### config.mk
export PLATFORM = sky130hd
export DESIGN_NAME = uart_tx_fifo
export DESIGN_NICKNAME = d
export VERILOG_FILES = /design/src/rtl/uart_tx_fifo_pkg.sv /design/src/rtl/uart_tx_fifo_sync_fifo.sv /design/src/rtl/uart_tx_fifo.sv
export SDC_FILE = /design/constraint.sdc
export NUM_CORES = 1
export LEC_CHECK = 0
export ABC_AREA = 1
export BUFFER_PORTS_ARGS = -buffer_cell sky130_fd_sc_hd__clkbuf_2
export CORE_ASPECT_RATIO = 0.7
export CORE_MARGIN = 1.5
export CORE_UTILIZATION = 56
export CTS_CLUSTER_SIZE = 16
export DETAILED_ROUTE_END_ITERATION = 10
export PLACE_DENSITY = 0.82
export SLEW_MARGIN = 25
export SYNTH_ARGS = -nofsm -noshare
export SYNTH_HDL_FRONTEND = slang
export SYNTH_HIERARCHICAL = 1
export SYNTH_SLANG_ARGS = --single-unit
### constraint.sdc
create_clock -name clk -period 1.9 [get_ports clk]
set_input_delay 0 -clock clk [delete_from_list [all_inputs] [get_ports clk]]
set_output_delay 0 -clock clk [all_outputs]
set_load 0.05 [all_outputs]
### src/rtl/uart_tx_fifo_pkg.sv
// rtl/uart_tx_fifo_pkg.sv - shared addresses, FSM encodings and status-word helper for the buffered UART transmitter
package uart_tx_fifo_pkg;

    localparam logic [31:0] UART_ADDR        = 32'h1000_0000;
    localparam logic [31:0] UART_STATUS_ADDR = 32'h1000_0004;

    localparam logic [1:0] UART_ST_IDLE  = 2'd0;
    localparam logic [1:0] UART_ST_START = 2'd1;
    localparam logic [1:0] UART_ST_DATA  = 2'd2;
    localparam logic [1:0] UART_ST_STOP  = 2'd3;

    // Status word returned on reads of UART_STATUS_ADDR.
    function automatic logic [31:0] uart_status_word(input logic full,
                                                     input logic tx_busy,
                                                     input logic overflow);
        return {29'd0, overflow, tx_busy, full};
    endfunction

endpackage

### src/rtl/uart_tx_fifo_sync_fifo.sv
// rtl/uart_tx_fifo_sync_fifo.sv - register-array synchronous FIFO with registered full/empty/count and combinational head
module sync_fifo
    import uart_tx_fifo_pkg::*;
#(
    parameter int WIDTH = 8,
    parameter int DEPTH = 16
) (
    input  logic                     clk,
    input  logic                     rst,
    input  logic                     wr_en,
    input  logic [WIDTH-1:0]         wr_data,
    input  logic                     rd_en,
    output logic [WIDTH-1:0]         rd_data,
    output logic                     full,
    output logic                     empty,
    output logic [$clog2(DEPTH):0]   count
);

    localparam int AW = $clog2(DEPTH);
    localparam logic [AW-1:0] PTR_ONE  = AW'(1);
    localparam logic [AW:0]   CNT_ONE  = (AW + 1)'(1);
    localparam logic [AW:0]   CNT_FULL = (AW + 1)'(DEPTH);

    logic [WIDTH-1:0] mem [DEPTH];
    logic [AW-1:0]    wr_ptr;
    logic [AW-1:0]    rd_ptr;
    logic [AW:0]      count_next;
    logic             push;
    logic             pop;

    // Acceptance uses the registered full, so a same-cycle pop never frees a slot early.
    assign push    = wr_en && !full;
    assign pop     = rd_en && !empty;
    assign rd_data = mem[rd_ptr];

    always_comb begin
        count_next = count;
        case ({push, pop})
            2'b10:   count_next = count + CNT_ONE;
            2'b01:   count_next = count - CNT_ONE;
            default: count_next = count;
        endcase
    end

    always_ff @(posedge clk) begin
        if (push) begin
            mem[wr_ptr] <= wr_data;
        end
    end

    always_ff @(posedge clk) begin
        if (rst) begin
            wr_ptr <= '0;
            rd_ptr <= '0;
            count  <= '0;
            full   <= 1'b0;
            empty  <= 1'b1;
        end else begin
            if (push) begin
                wr_ptr <= wr_ptr + PTR_ONE;
            end
            if (pop) begin
                rd_ptr <= rd_ptr + PTR_ONE;
            end
            count <= count_next;
            full  <= (count_next == CNT_FULL);
            empty <= (count_next == '0);
        end
    end

endmodule

### src/rtl/uart_tx_fifo.sv
// rtl/uart_tx_fifo.sv - FIFO-buffered 8N1 UART transmitter with registered full/busy/overflow status
module uart_tx_fifo
    import uart_tx_fifo_pkg::*;
#(
    parameter int CLKS_PER_BIT = 868,
    parameter int DEPTH        = 16
) (
    input  logic                     clk,
    input  logic                     rst,
    input  logic                     wr_en,
    input  logic [7:0]               wr_data,
    input  logic                     ovf_clr,
    output logic                     tx,
    output logic                     full,
    output logic                     empty,
    output logic [$clog2(DEPTH):0]   count,
    output logic                     tx_busy,
    output logic                     overflow
);

    localparam int BW = $clog2(CLKS_PER_BIT);
    localparam int CW = $clog2(DEPTH) + 1;
    localparam logic [BW-1:0] BAUD_LAST = BW'(CLKS_PER_BIT - 1);
    localparam logic [BW-1:0] BAUD_ONE  = BW'(1);
    localparam logic [CW-1:0] CNT_ONE   = CW'(1);

    logic [1:0]    state, state_n;
    logic [BW-1:0] baud, baud_n;
    logic [2:0]    bit_idx, bit_idx_n;
    logic [7:0]    shift, shift_n;
    logic          tx_n;
    logic          pop;
    logic          accept;
    logic          baud_done;
    logic [7:0]    head;
    logic [CW-1:0] count_n;

    sync_fifo #(
        .WIDTH (8),
        .DEPTH (DEPTH)
    ) u_fifo (
        .clk     (clk),
        .rst     (rst),
        .wr_en   (wr_en),
        .wr_data (wr_data),
        .rd_en   (pop),
        .rd_data (head),
        .full    (full),
        .empty   (empty),
        .count   (count)
    );

    assign accept    = wr_en && !full;
    assign baud_done = (baud == BAUD_LAST);

    // tx is registered from the next-state decision so the line changes on the same edge as the state.
    always_comb begin
        state_n   = state;
        baud_n    = baud;
        bit_idx_n = bit_idx;
        shift_n   = shift;
        tx_n      = tx;
        pop       = 1'b0;
        case (state)
            UART_ST_IDLE: begin
                tx_n = 1'b1;
                if (!empty) begin
                    pop     = 1'b1;
                    shift_n = head;
                    state_n = UART_ST_START;
                    baud_n  = '0;
                    tx_n    = 1'b0;
                end
            end
            UART_ST_START: begin
                if (baud_done) begin
                    state_n   = UART_ST_DATA;
                    baud_n    = '0;
                    bit_idx_n = 3'd0;
                    tx_n      = shift[0];
                end else begin
                    baud_n = baud + BAUD_ONE;
                end
            end
            UART_ST_DATA: begin
                if (baud_done) begin
                    baud_n  = '0;
                    shift_n = {1'b0, shift[7:1]};
                    if (bit_idx == 3'd7) begin
                        state_n = UART_ST_STOP;
                        tx_n    = 1'b1;
                    end else begin
                        bit_idx_n = bit_idx + 3'd1;
                        tx_n      = shift[1];
                    end
                end else begin
                    baud_n = baud + BAUD_ONE;
                end
            end
            default: begin
                tx_n = 1'b1;
                if (baud_done) begin
                    state_n = UART_ST_IDLE;
                    baud_n  = '0;
                end else begin
                    baud_n = baud + BAUD_ONE;
                end
            end
        endcase
    end

    always_comb begin
        count_n = count;
        case ({accept, pop})
            2'b10:   count_n = count + CNT_ONE;
            2'b01:   count_n = count - CNT_ONE;
            default: count_n = count;
        endcase
    end

    always_ff @(posedge clk) begin
        if (rst) begin
            state    <= UART_ST_IDLE;
            baud     <= '0;
            bit_idx  <= 3'd0;
            shift    <= 8'd0;
            tx       <= 1'b1;
            tx_busy  <= 1'b0;
            overflow <= 1'b0;
        end else begin
            state   <= state_n;
            baud    <= baud_n;
            bit_idx <= bit_idx_n;
            shift   <= shift_n;
            tx      <= tx_n;
            tx_busy <= (state_n != UART_ST_IDLE) || (count_n != '0);
            // A dropped write outranks a clear in the same cycle.
            if (wr_en && full) begin
                overflow <= 1'b1;
            end else if (ovf_clr) begin
                overflow <= 1'b0;
            end
        end
    end

endmodule
# == Word level (Yosys, flattened, before mapping) ==
# Memory sizes are Yosys's and may differ from the RTL's. A register that Yosys moved wholly into a read port is not among the register bits.
# Index checks and enable logic that the tools add are counted.
# op_classes
n_addsub,6
eq_ne,13
mux,31
reduce_logical,16
# ops
op,count
$mux W10,3
$pmux W5 S2,2
$mux W8,2
$pmux W8 S2,1
$add A10 B1 Y10 const B,1
$eq A10 B10 Y1 const B,1
$mux W1,10
$mux W2,5
$mux W3,3
$add A4 B1 Y4 const B,2
$mux W4,2
$ne A2 B2 Y1 const B,4
$reduce_bool A2 Y1,4
$eq A2 B1 Y1 const B,3
$eq A2 B2 Y1 const B,3
$pmux W2 S3,1
$pmux W3 S2,1
$add A5 B1 Y5 const B,1
$eq A5 B5 Y1 const B,1
$logic_not A5 Y1,1
$reduce_bool A5 Y1,1
$sub A5 B1 Y5 const B,1
$reduce_and A4 Y1,1
$add A3 B1 Y3 const B,1
other kinds (8),11
# totals
register_bits,41
ramBits,128
inputBits,12
out_inout_bits,10
wordCells,79
memories,1
# mem_list
name,depth,word_bits,read_ports,rd_clocked_by_memory_dff,write_ports,line,source
u_fifo.mem,16,8,1,1,1,uart_tx_fifo_sync_fifo.sv:24,logic [WIDTH-1:0] mem [DEPTH];

# == Longest topological paths before layout ==
# depth
depth_word,6
depth_mapped,20
depth_no_buf,20

# == By module ==
# Netlist, hierarchy kept.
# by_module_without_submodules
module,instances,cells_per_inst,area_per_inst_um2,seq_area_each_um2
sync_fifo,1,493,6216.0,4224.1
uart_tx_fifo,1,225,1575.3,520.5

# == Least setup slack after synthesis ==
# Ideal clock, no wire load.
# synth_timing
kind,register -> register
startpoint,register u_fifo.empty
endpoint,register u_fifo.count[4]
setup_time_ns,0.110
arrival_time_ns,2.149
required_time_ns,1.790
path_slack_ns,-0.359
stages_incl_launch_ff,18
n_path_buf,1
period_less_slack_ns,2.259
path_cell_list,dfxtp_1 > nor2_1 > inv_1 > nor2_4 > buf_6 > nand3_2 > nand2_2 > inv_2 > ha_1 > inv_1 > nand2_1 > nand3_2 > o21ai_1 > nand3_1 > nand2_1 > nand2_2 > nand2_2 > inv_1
# synth_via
elab_chain_cells,5
word_cells_on_any_way,7
cone_classes,eq/ne: 2; mux: 3; reduce/logical: 2
# synth_rtl
element,line,source
"start, declared",uart_tx_fifo_sync_fifo.sv:15,"output logic empty,"
"start signal, assigned",uart_tx_fifo_sync_fifo.sv:67,empty <= (count_next == '0);
$mux W1 (*),uart_tx_fifo.sv:67,if (!empty) begin
$mux W1 (*),uart_tx_fifo.sv:64,case (state)
net pop,uart_tx_fifo.sv:32,logic pop;
$logic_and A1 B1 Y1 (*),uart_tx_fifo_sync_fifo.sv:33,assign pop = rd_en && !empty;
$eq A2 B1 Y1 / $eq A2 B2 Y1 (equally long branches),uart_tx_fifo_sync_fifo.sv:38,"case ({push, pop})"
$pmux W5 S2 (*),uart_tx_fifo_sync_fifo.sv:38,
"end signal, assigned",uart_tx_fifo_sync_fifo.sv:65,count <= count_next;
"end, declared",uart_tx_fifo_sync_fifo.sv:16,output logic [$clog2(DEPTH):0] count
# Mark *: on every way through the listed nets, which the timed path passes. The rest lies on a longest branch.
# A chain may end at the register's enable or synchronous reset.

# == Final worst setup path ==
# layout_timing
startpoint,register state[0]
endpoint,register u_fifo.count[4]
# layout_via
elab_chain_cells,5
word_cells_on_any_way,6
cone_classes,eq/ne: 2; mux: 2; reduce/logical: 2
# layout_rtl
element,line,source
"start, declared",uart_tx_fifo.sv:27,"logic [1:0] state, state_n;"
"start signal, assigned",uart_tx_fifo.sv:131,state <= state_n;
$logic_not A2 Y1 (*),uart_tx_fifo.sv:64,
$mux W1 (*),uart_tx_fifo.sv:64,
net pop,uart_tx_fifo.sv:32,
$logic_and A1 B1 Y1 (*),uart_tx_fifo_sync_fifo.sv:33,
$eq A2 B1 Y1 / $eq A2 B2 Y1 (equally long branches),uart_tx_fifo_sync_fifo.sv:38,
$pmux W5 S2 (*),uart_tx_fifo_sync_fifo.sv:38,
# Marks and branches as above.

==> impl_metrics.csv <==
group,metric,value,unit
yosys,synth-seq-cells,173,
timing,slew_headroom,67.8,%
power,pwr-share-seq,40.8,%
worst_setup_path,max_stage_delay,360,ps
grt,use_met3,6.67,%
grt,grtUsageMet2,40.9,%
timing,min_period,2000,ps
layout,drive_above_1_share,21.7,%
worst_hold_path,hp-class,"primary input to register",
yosys,yosysSeqAreaShare,60.9,%
worst_setup_path,r2r-end,"u_fifo/count[4]$_SDFF_PP0_",
cts,cts_made_buffers,17,
worst_setup_path,criticalPathCategory,"register to register",
die,start_util,58.3,%
timing,fin_skew,7.83,ps
worst_setup_path,slowest_stage,"dfxtp_4",
yosys,syn_nets,742,
yosys,syn_area,0.00779,sq mm
grt,busiest_layer,"met2",
drt,drc_errors,0,
yosys,ys_top_cells_by_area,"edfxtp_1 49%, dfxtp_1 12%, nand2_1 4.2%",
worst_setup_path,cp.required,2220,ps
outcome,outcome,"finished with violations",
timing,setup_violations,4,
placed_design,place_congestion,0.912,
yosys,yosysTopAreaCellShare,49.3,%
layout,areaGrowthSynthToFinish,16.4,%
drt,routed_via_density,5.84,
die,io_pins,22,
worst_setup_path,crit_arrival,2320,ps
timing,slew_viol_final,0,
grt,use_met1,35.5,%
worst_setup_path,cp_max_fo,4,
power,p_per_area,1220,mW/mm^2
die,dieWidth,144,um
worst_setup_path,r2r_slack,-100,ps
yosys,ys_async_sr_fraction,0,%
worst_setup_path,crit_end,"u_fifo/count[4]$_SDFF_PP0_",
timing,hold_viol_final,0,
worst_setup_path,r2r-start,"state[0]$_SDFF_PP0_",
drt,first_iter_violations,722,
timing,final.period_utilization,105,%
grt,globalRoute.totalOverflow,0,
grt,track_usage,26.0,%
die,die-area,0.0146,sq mm
cts,cts_tree,"built",
yosys,synth_edf_count,128,
worst_setup_path,cp_num_cells,19,
grt,grt_pass1_wl,28300,um
drt,vias,5703,
worst_setup_path,cp_num_buf_inv,5,
yosys,synth.most_common_cell,"edfxtp_1",
drt,drt_first_pass_iters,5,
timing,max_freq,500,MHz
die,core_area,0.0134,sq mm
yosys,yosysTopAreaCell,"edfxtp_1",
worst_setup_path,reg2regPathDepth,19,
yosys,synth.distinct_cells,44,
outcome,violations,"negative setup slack",
grt,grt_antenna_before_repair,0,
power,power,11.1,mW
timing,rsz0062_at_grt,"yes",
power,switchingPower,3.80,mW
cts,cts_root_buf,"clkbuf_16",
power,power_frac_clock,29.8,%
worst_setup_path,crit_family,"simple AND/OR/NAND/NOR gates",
power,switching_share,34.3,%
timing,tightest_slew,482,ps
yosys,synth_ff_type,"edfxtp_1",
power,comb_power_share,29.3,%
yosys,synth-warning-count,6,
worst_setup_path,crit_chain,"inv_4, nand2_4, nor2_4, inv_2, nor2_4, nand2_4, nand2_4, nand2_2, inv_2, ha_4, inv_2, nand2_4, nand3_4, o21ai_4, nand3_2, nand2_2, nand2_2, nand2_2, inv_1",
flow_run,cap_violations,0,
drt,ant_nets,0,
cts,clockBufferDepth,2,
layout,nFillCells,896,
drt,routedWlPerCell,18.3,um
power,vdd_ir_drop_max,0.761,mV
power,power.internal,7.28,mW
placed_design,hpwl,11400,um
worst_setup_path,crit_path_start,"state[0]$_SDFF_PP0_",
worst_setup_path,crit_path_start_kind,"register",
cts,path_clk_slew,60,ps
layout,n_antenna_cell,0,
cts,clk_latency,430,ps
grt,grt_pass1_vias,5549,
yosys,ys_top_cells_by_count,"128 x edfxtp_1, 88 x nand2_1, 84 x inv_1",
yosys,netlist_instances,718,
placed_design,io_buffers,21,
die,rows,35,
yosys,syn_avg_cell_area,10.9,sq um
die,die_h,102,um
timing,setup_ws,-101,ps
placed_design,post-place-ws,-44.1,ps
cts,htree_levels,4,
worst_setup_path,endpoint_kind,"register",
drt,drt-total-wl,17800,um
power,p_leak,3.31,nW
layout,final_nets,802,
cts,clkSinkCount,173,
grt,grt_max_degree,41,
==> worst reg2reg max path, cell delays in order (launching register included) <==
cell	delay (ps)
dfxtp_4	360
inv_4	60
nand2_4	60
nor2_4	70
inv_2	50
nor2_4	190
nand2_4	80
nand2_4	70
nand2_2	60
inv_2	70
ha_4	120
inv_2	40
nand2_4	60
nand3_4	110
o21ai_4	170
nand3_2	90
nand2_2	70
nand2_2	70
nand2_2	70
inv_1	40
==> area by class of cell <==
type | count | area (sq um) | area share, %
repair buffers | 69 | 498 | 5.49
inverters | 93 | 359 | 3.96
multi-input cells | 424 | 2650 | 29.2
clock buffers | 17 | 425 | 4.69
clock inverters | 15 | 139 | 1.53
well taps | 185 | 231 | 2.55
flip-flops and latches | 173 | 4760 | 52.5
==> power by group through the flow <==
stage                     Sequential [mW]  Clock, mW  Combinational (mW)
after floorplan                      4.74          0                2.01
after CTS                            4.50       3.34                3.08
final                                4.52       3.31                3.25
after detailed placement             4.58          0                2.97
after global routing                 4.55       3.51                3.53
after global placement               4.56          0                2.85
==> flip-flops by register name (all words and copies together) (netlist names), named ones only <==
| register | count |
|---|---|
| u_fifo/count | 5 |
| tx_busy | 1 |
| baud | 10 |
| overflow | 1 |
| u_fifo/wr_ptr | 4 |
| u_fifo/mem | 128 |
| bit_idx | 3 |
| tx | 1 |
| shift | 8 |
| u_fifo/full | 1 |
| u_fifo/empty | 1 |
| u_fifo/rd_ptr | 4 |
| state | 2 |
==> how the worst min path moves through the flow <==
stage,from,endpoint,slack [ps],cells after the start
after floorplan,rst,baud[7]$_SDFFE_PP0N_,80,1
after global placement,ovf_clr,overflow$_SDFFE_PP0P_,250,4
after detailed placement,ovf_clr,overflow$_SDFFE_PP0P_,280,4
after CTS,wr_en,u_fifo/wr_ptr[1]$_SDFFE_PP0P_,10,3
after global routing,wr_en,u_fifo/wr_ptr[1]$_SDFFE_PP0P_,50,3
final,wr_en,u_fifo/wr_ptr[1]$_SDFFE_PP0P_,20,3
==> metal layers <==
metal,up-vias,routed length (um)
met2,276,8310
met5,-,0
met4,0,415
li1,2634,-
met1,2744,7670
met3,49,1430
==> logic make-up after synthesis <==
| family | after synthesis | synth area share (%) |
|---|---|---|
| buf+inv | 121 | 6.54 |
| fa+ha+maj | 12 | 1.93 |
| flops | 173 | 60.9 |
| mux | 32 | 4.11 |
| simple gates | 210 | 13.7 |
| xor+xnor | 3 | 0.434 |
| compound gates | 167 | 12.4 |
==> stage by stage <==
stage	TNS, ps	util [%]	instances	instance area, sq um	hold slack [ps]
2_1_floorplan	-101	-	718	7860	78.5
3_3_place_gp	0	62.5	933	8350	250
3_5_place_dp	-119	62.5	933	8350	281
4_1_cts	-85.4	67.4	974	9000	9.99
5_1_grt	-841	67.9	976	9070	47.4
6_report	-311	67.9	976	9070	23.8
==> layout by cell type (no fill, tap or decap), drive strengths merged <==
cell	synthesis	layout
nand4	6	6
o211a	1	1
ha	12	12
nand3	37	37
xnor2	1	1
buf	14	45
clkinvlp	0	3
o21bai	2	2
nor2	53	53
edfxtp	128	128
inv	92	95
mux2i	32	32
a221oi	2	2
o21a	1	1
nand3b	1	1
nand2	101	101
and3	1	1
clkinv	1	9
a21oi	59	59
xor2	2	2
o21ai	60	60
bufinv	0	1
a31oi	9	9
clkbuf	14	38
dlygate4sd3	0	3
nor3	9	9
dfxtp	45	45
or2	2	2
a211oi	1	1
o211ai	32	32
==> what timing repair did <==
item | CTS | global route
hold endpoints to repair | 9 | 0
pin swaps | 6 | 10
buffers inserted | 6 | 3
gates resized for setup | 2 | 14
setup endpoints to repair | 4 | 13
hold buffers | 3 | 0
No activity file was read; power rests on OpenSTA's default activity.
